**src/rtl/memory_response_unit_pkg.sv**
```systemverilog
// Shared types and defaults for the memory response unit: RAM handshake states,
// responder FSM states and the abort timing constants.
package memory_response_unit_pkg;

    typedef logic [31:0] word_t;

    typedef enum logic [1:0] {
        FREE   = 2'd0,
        BUSY   = 2'd1,
        ACCESS = 2'd2,
        ERROR  = 2'd3
    } ramstate_t;

    typedef enum logic [2:0] {
        IDLE  = 3'd0,
        DSERV = 3'd1,
        ISERV = 3'd2,
        DDONE = 3'd3,
        IDONE = 3'd4
    } memresp_state_t;

    localparam int    DEF_TIMEOUT  = 64;
    localparam word_t DEF_ERR_WORD = 32'hBAD1BAD1;

endpackage

```
**src/rtl/memory_response_unit.sv**
```systemverilog
// Single-ported RAM responder: serves one data or instruction access at a time
// (data first), returns one-cycle hit pulses and aborts stalled accesses.
module memory_response_unit
    import memory_response_unit_pkg::*;
#(
    parameter int    TIMEOUT  = DEF_TIMEOUT,
    parameter word_t ERR_WORD = DEF_ERR_WORD
) (
    input  logic        CLK,
    input  logic        nRST,
    input  logic        halt,
    input  logic        imemREN,
    input  logic [31:0] imemaddr,
    input  logic        dmemREN,
    input  logic        dmemWEN,
    input  logic [31:0] dmemaddr,
    input  logic [31:0] dmemstore,
    output logic        ihit,
    output logic        dhit,
    output logic [31:0] imemload,
    output logic [31:0] dmemload,
    output logic        ramREN,
    output logic        ramWEN,
    output logic [31:0] ramaddr,
    output logic [31:0] ramstore,
    input  logic [31:0] ramload,
    input  logic [1:0]  ramstate,
    output logic        err
);

    localparam int TIMER_W = $clog2(TIMEOUT + 1);

    memresp_state_t       state_r, next_state_s;
    logic [TIMER_W-1:0]   timer_r, next_timer_s;
    logic                 d_latch_s, i_latch_s, d_abort_s, i_abort_s;
    logic                 ram_ok_s, ram_fail_s;

    // The timer only counts within a service state; anywhere else it rests at zero
    // so every new service starts from a clean count.
    assign ram_ok_s   = (ramstate == ACCESS);
    assign ram_fail_s = (ramstate == ERROR) || (timer_r == TIMER_W'(TIMEOUT - 1));

    // Next-state, RAM strobe and hit decode
    always_comb begin
        next_state_s = state_r;
        next_timer_s = '0;
        d_latch_s    = 1'b0;
        i_latch_s    = 1'b0;
        d_abort_s    = 1'b0;
        i_abort_s    = 1'b0;
        ramREN       = 1'b0;
        ramWEN       = 1'b0;
        ramaddr      = 32'h0000_0000;
        ramstore     = 32'h0000_0000;
        ihit         = 1'b0;
        dhit         = 1'b0;
        case (state_r)
            IDLE: begin
                if (dmemREN || dmemWEN) begin
                    next_state_s = DSERV;
                end else if (imemREN && !halt) begin
                    next_state_s = ISERV;
                end else begin
                    next_state_s = IDLE;
                end
            end
            DSERV: begin
                ramaddr  = dmemaddr;
                ramWEN   = dmemWEN;
                ramREN   = dmemREN && !dmemWEN;
                ramstore = dmemstore;
                if (ram_ok_s) begin
                    d_latch_s    = dmemREN && !dmemWEN;
                    next_state_s = DDONE;
                end else if (ram_fail_s) begin
                    d_abort_s    = 1'b1;
                    next_state_s = DDONE;
                end else begin
                    next_timer_s = timer_r + TIMER_W'(1);
                end
            end
            ISERV: begin
                ramaddr = imemaddr;
                ramREN  = 1'b1;
                if (ram_ok_s) begin
                    i_latch_s    = 1'b1;
                    next_state_s = IDONE;
                end else if (ram_fail_s) begin
                    i_abort_s    = 1'b1;
                    next_state_s = IDONE;
                end else begin
                    next_timer_s = timer_r + TIMER_W'(1);
                end
            end
            DDONE: begin
                dhit         = 1'b1;
                next_state_s = IDLE;
            end
            IDONE: begin
                ihit         = 1'b1;
                next_state_s = IDLE;
            end
            default: begin
                next_state_s = IDLE;
            end
        endcase
    end

    // State, timer, load registers and sticky error flag
    always_ff @(posedge CLK or negedge nRST) begin
        if (!nRST) begin
            state_r  <= IDLE;
            timer_r  <= '0;
            imemload <= 32'h0000_0000;
            dmemload <= 32'h0000_0000;
            err      <= 1'b0;
        end else begin
            state_r <= next_state_s;
            timer_r <= next_timer_s;
            if (d_latch_s) begin
                dmemload <= ramload;
            end else if (d_abort_s) begin
                dmemload <= ERR_WORD;
            end
            if (i_latch_s) begin
                imemload <= ramload;
            end else if (i_abort_s) begin
                imemload <= ERR_WORD;
            end
            if (d_abort_s || i_abort_s) begin
                err <= 1'b1;
            end
        end
    end

endmodule

```
**config.mk**
```make
export PLATFORM = sky130hd
export DESIGN_NAME = memory_response_unit
export DESIGN_NICKNAME = d
export VERILOG_FILES = /design/src/rtl/memory_response_unit_pkg.sv /design/src/rtl/memory_response_unit.sv
export SDC_FILE = /design/constraint.sdc
export NUM_CORES = 1
export LEC_CHECK = 0
export ABC_AREA = 1
export BUFFER_PORTS_ARGS = -buffer_cell sky130_fd_sc_hd__buf_2
export CORE_MARGIN = 2
export CORE_UTILIZATION = 25
export DETAILED_ROUTE_END_ITERATION = 8
export PLACE_DENSITY = 0.61
export REMOVE_ABC_BUFFERS = 1
export SYNTH_ARGS = -nofsm -noshare
export SYNTH_HDL_FRONTEND = slang
export SYNTH_SLANG_ARGS = --single-unit
```
**constraint.sdc**
```tcl
create_clock -name CLK -period 2.5 [get_ports CLK]
set_input_delay 0.5 -clock CLK [delete_from_list [all_inputs] [get_ports CLK]]
set_output_delay 0.5 -clock CLK [all_outputs]
set_load 0.01 [all_outputs]
```
==> results_dict.tcl <==
set metrics [dict create \
    period_share 0.9417 \
    ys_top_cells_by_area "dfrtp_1, nand2_1, nor2_1" \
    detail-route-antenna-nets 0 \
    grt_pass1_vias 4075 \
    routedWlPerCell_um 15.86 \
    first_iter_violations 155 \
    cts_root_buf "clkbuf_16" \
    ctsHoldBuffers 0 \
    ys_seq_area_frac 0.4921 \
    grt_pass1_wl_um 22360 \
    vias_per_cell 4.374 \
    fill_cells 1617 \
    yosysTopAreaCell "dfrtp_1" \
    ys.flop_type "dfrtp_1" \
    finalHoldViolations 0 \
    hpwl_um 11490 \
    dieArea_sq_mm 0.01626 \
    synth_edf_count 0 \
    grt.overflow.total 0 \
    synth_warnings 0 \
    slew_violations 0 \
    cts_buffer_depth 2 \
    ff2ff_setup_slack_ns 0.66 \
    critPathArrivalTime_ns 1.85 \
    setup_viol 0 \
    leakagePower_nw 3.378 \
    cp-start-kind "register" \
    crit_required_ns 2.00 \
    ios 269 \
    start_util 0.2537 \
    power_density_mw_per_mm2 1103 \
    nNetsFinal 886 \
    cts_tree "done" \
    fp.dieH_um 127.5 \
    cts_setup_buffers 0 \
    worst-path-max-fanout 18 \
    syn-cell-area_sq_mm 0.003814 \
    rr_worst_depth 8 \
    drc 0 \
    multi_input_area_sq_mm 0.001491 \
    netlist_instances 487 \
    regArea_sq_mm 0.001877 \
    fin_tns_setup_ns 0 \
    syn_avg_cell_area_sq_um 7.831 \
    clk_latency_ns 0.33 \
    cts_buffers 9 \
    track_usage 0.1801 \
    whs_ns 0.1276 \
    crit_end "ramaddr[20]" \
    maxCapViolations 0 \
    htreeDepth 3 \
    critical_path_class "reg -> out" \
    core_area_sq_mm 0.01503 \
    clock-sinks 75 \
    outcome "finished, final reports clean" \
    worst_pin_slew_ns 0.5898 \
    clk_pin_slew_ns 0.06 \
    io_buffers 268 \
    yosysUniqueCellTypes 28 \
    regToRegEndpoint "dmemload[25]" \
    drive_above_1_share 0.4072 \
    hold_path_class "in -> async" \
    rsz0062_at_grt "no" \
    ys_ff_latch 75 \
    vias 4133 \
    slew_headroom 0.6062 \
    die_w_um 127.5 \
    ir_drop_v 0.0004198 \
    r2r-start "state_r[1]" \
    grt_max_degree 41 \
    firstDrtPassIters 8 \
    wl_um 14980 \
    cts_resized 0 \
    areaGrowthSynthToFinish_pct 47.41 \
    finalClockSkew_ns 0.008614 \
    fmax_mhz 424.7 \
    synth_top_area_frac 0.4921 \
    worst_setup_path_end_kind "primary output" \
    gp_congestion 0.8248 \
    antenna_found_initial 3 \
    async_flop_share 1.000 \
    rows 45 \
    crit_path_start "state_r[1]" \
    period_needed_ns 2.354 \
]
==> area by class of cell <==
type                       instances  area share
sequential                        75      0.3339
multi-input combinational        308      0.2653
timing repair buffer             275      0.2506
inverter                          80     0.05453
clock buffer                      11     0.04318
tap                              188     0.04184
clock inverter                     5    0.009348
antenna                            3    0.001335
==> Yosys cell counts (4+ instances only) <==
| cell | count |
|---|---|
| nand2_1 | 108 |
| nor2_1 | 97 |
| dfrtp_1 | 75 |
| inv_1 | 74 |
| nand3_1 | 35 |
| a22o_1 | 32 |
| buf_2 | 15 |
| o21ai_0 | 13 |
| inv_2 | 5 |
| nor3_1 | 5 |
| buf_6 | 4 |
| nand2_4 | 4 |
==> cell families after synthesis <==
family | share of synthesized area
XOR/XNOR | 0.002297
AO/OA/AOI/OAI | 0.09908
adder cells (fa/ha/maj) | 0.003280
buffers and inverters | 0.1168
AND/OR/NAND/NOR | 0.2864
flip-flops | 0.4921
==> worst max-delay path: stages, from the launching register on <==
cell,delay (ns)
dfrtp_1,0.43
inv_2,0.07
nand3_4,0.06
clkinv_2,0.24
buf_4,0.30
a22o_1,0.26
buf_2,0.16
==> worst min-delay path by stage <==
stage	to	slack [ns]	depth (start not counted)	start
global route	imemload[29]	0.16	1	nRST
global placement	timer_r[0]	0.45	1	timer_r[0]
detailed placement	timer_r[0]	0.46	1	timer_r[0]
floorplan	dmemload[0]	0.20	0	nRST
finish	imemload[0]	0.13	1	nRST
CTS	dmemload[23]	0.15	1	nRST
==> per-layer routing <==
| metal | track usage | part of all wire |
|---|---|---|
| met4 | 0.07886 | 0.029 |
| met3 | 0.04523 | 0.079 |
| met5 | 0 | 0 |
| met1 | 0.2072 | 0.39 |
| met2 | 0.3165 | 0.50 |
==> cell usage in the layout, fill, tap and decap left out, types with 2 or more instances in the layout <==
master     synthesis  final
o21ai_0           13     13
inv_4              1      2
clkbuf_16          0      9
inv_1             74     74
nor3_1             5      5
diode_2            0      3
buf_2             15    267
nand3_2            2      2
nand2_1          108    108
clkinv_2           0      4
nor2_1            97     97
nand3_4            2      2
a22o_1            32     32
nand3_1           35     35
dfrtp_1           75     75
inv_2              5      3
nand2_4            4      4
buf_4              1      7
==> power by group <==
part	switching, mW	internal (mW)
combinational	1.82	1.17
clock	0.497	0.795
sequential	0.254	1.66
==> registers in the layout, summed over array words and instances (netlist names) <==
register  count
timer_r       7
imemload     32
state_r       3
err           1
dmemload     32
==> through the flow <==
step / cell area, sq um / setup WS (ns) / instances / util / power [mW]
after floorplan: 3671 / 0.4218 / 463 / - / 3.474
after global placement: 5315 / 0.3936 / 926 / 0.3536 / 4.953
after detailed placement: 5315 / 0.3917 / 926 / 0.3536 / 4.968
after CTS: 5610 / 0.02728 / 942 / 0.3732 / 6.291
after global routing: 5622 / 0.01563 / 945 / 0.3739 / 6.671
final: 5622 / 0.1457 / 945 / 0.3739 / 6.198
(Power assumes the default switching activity.)
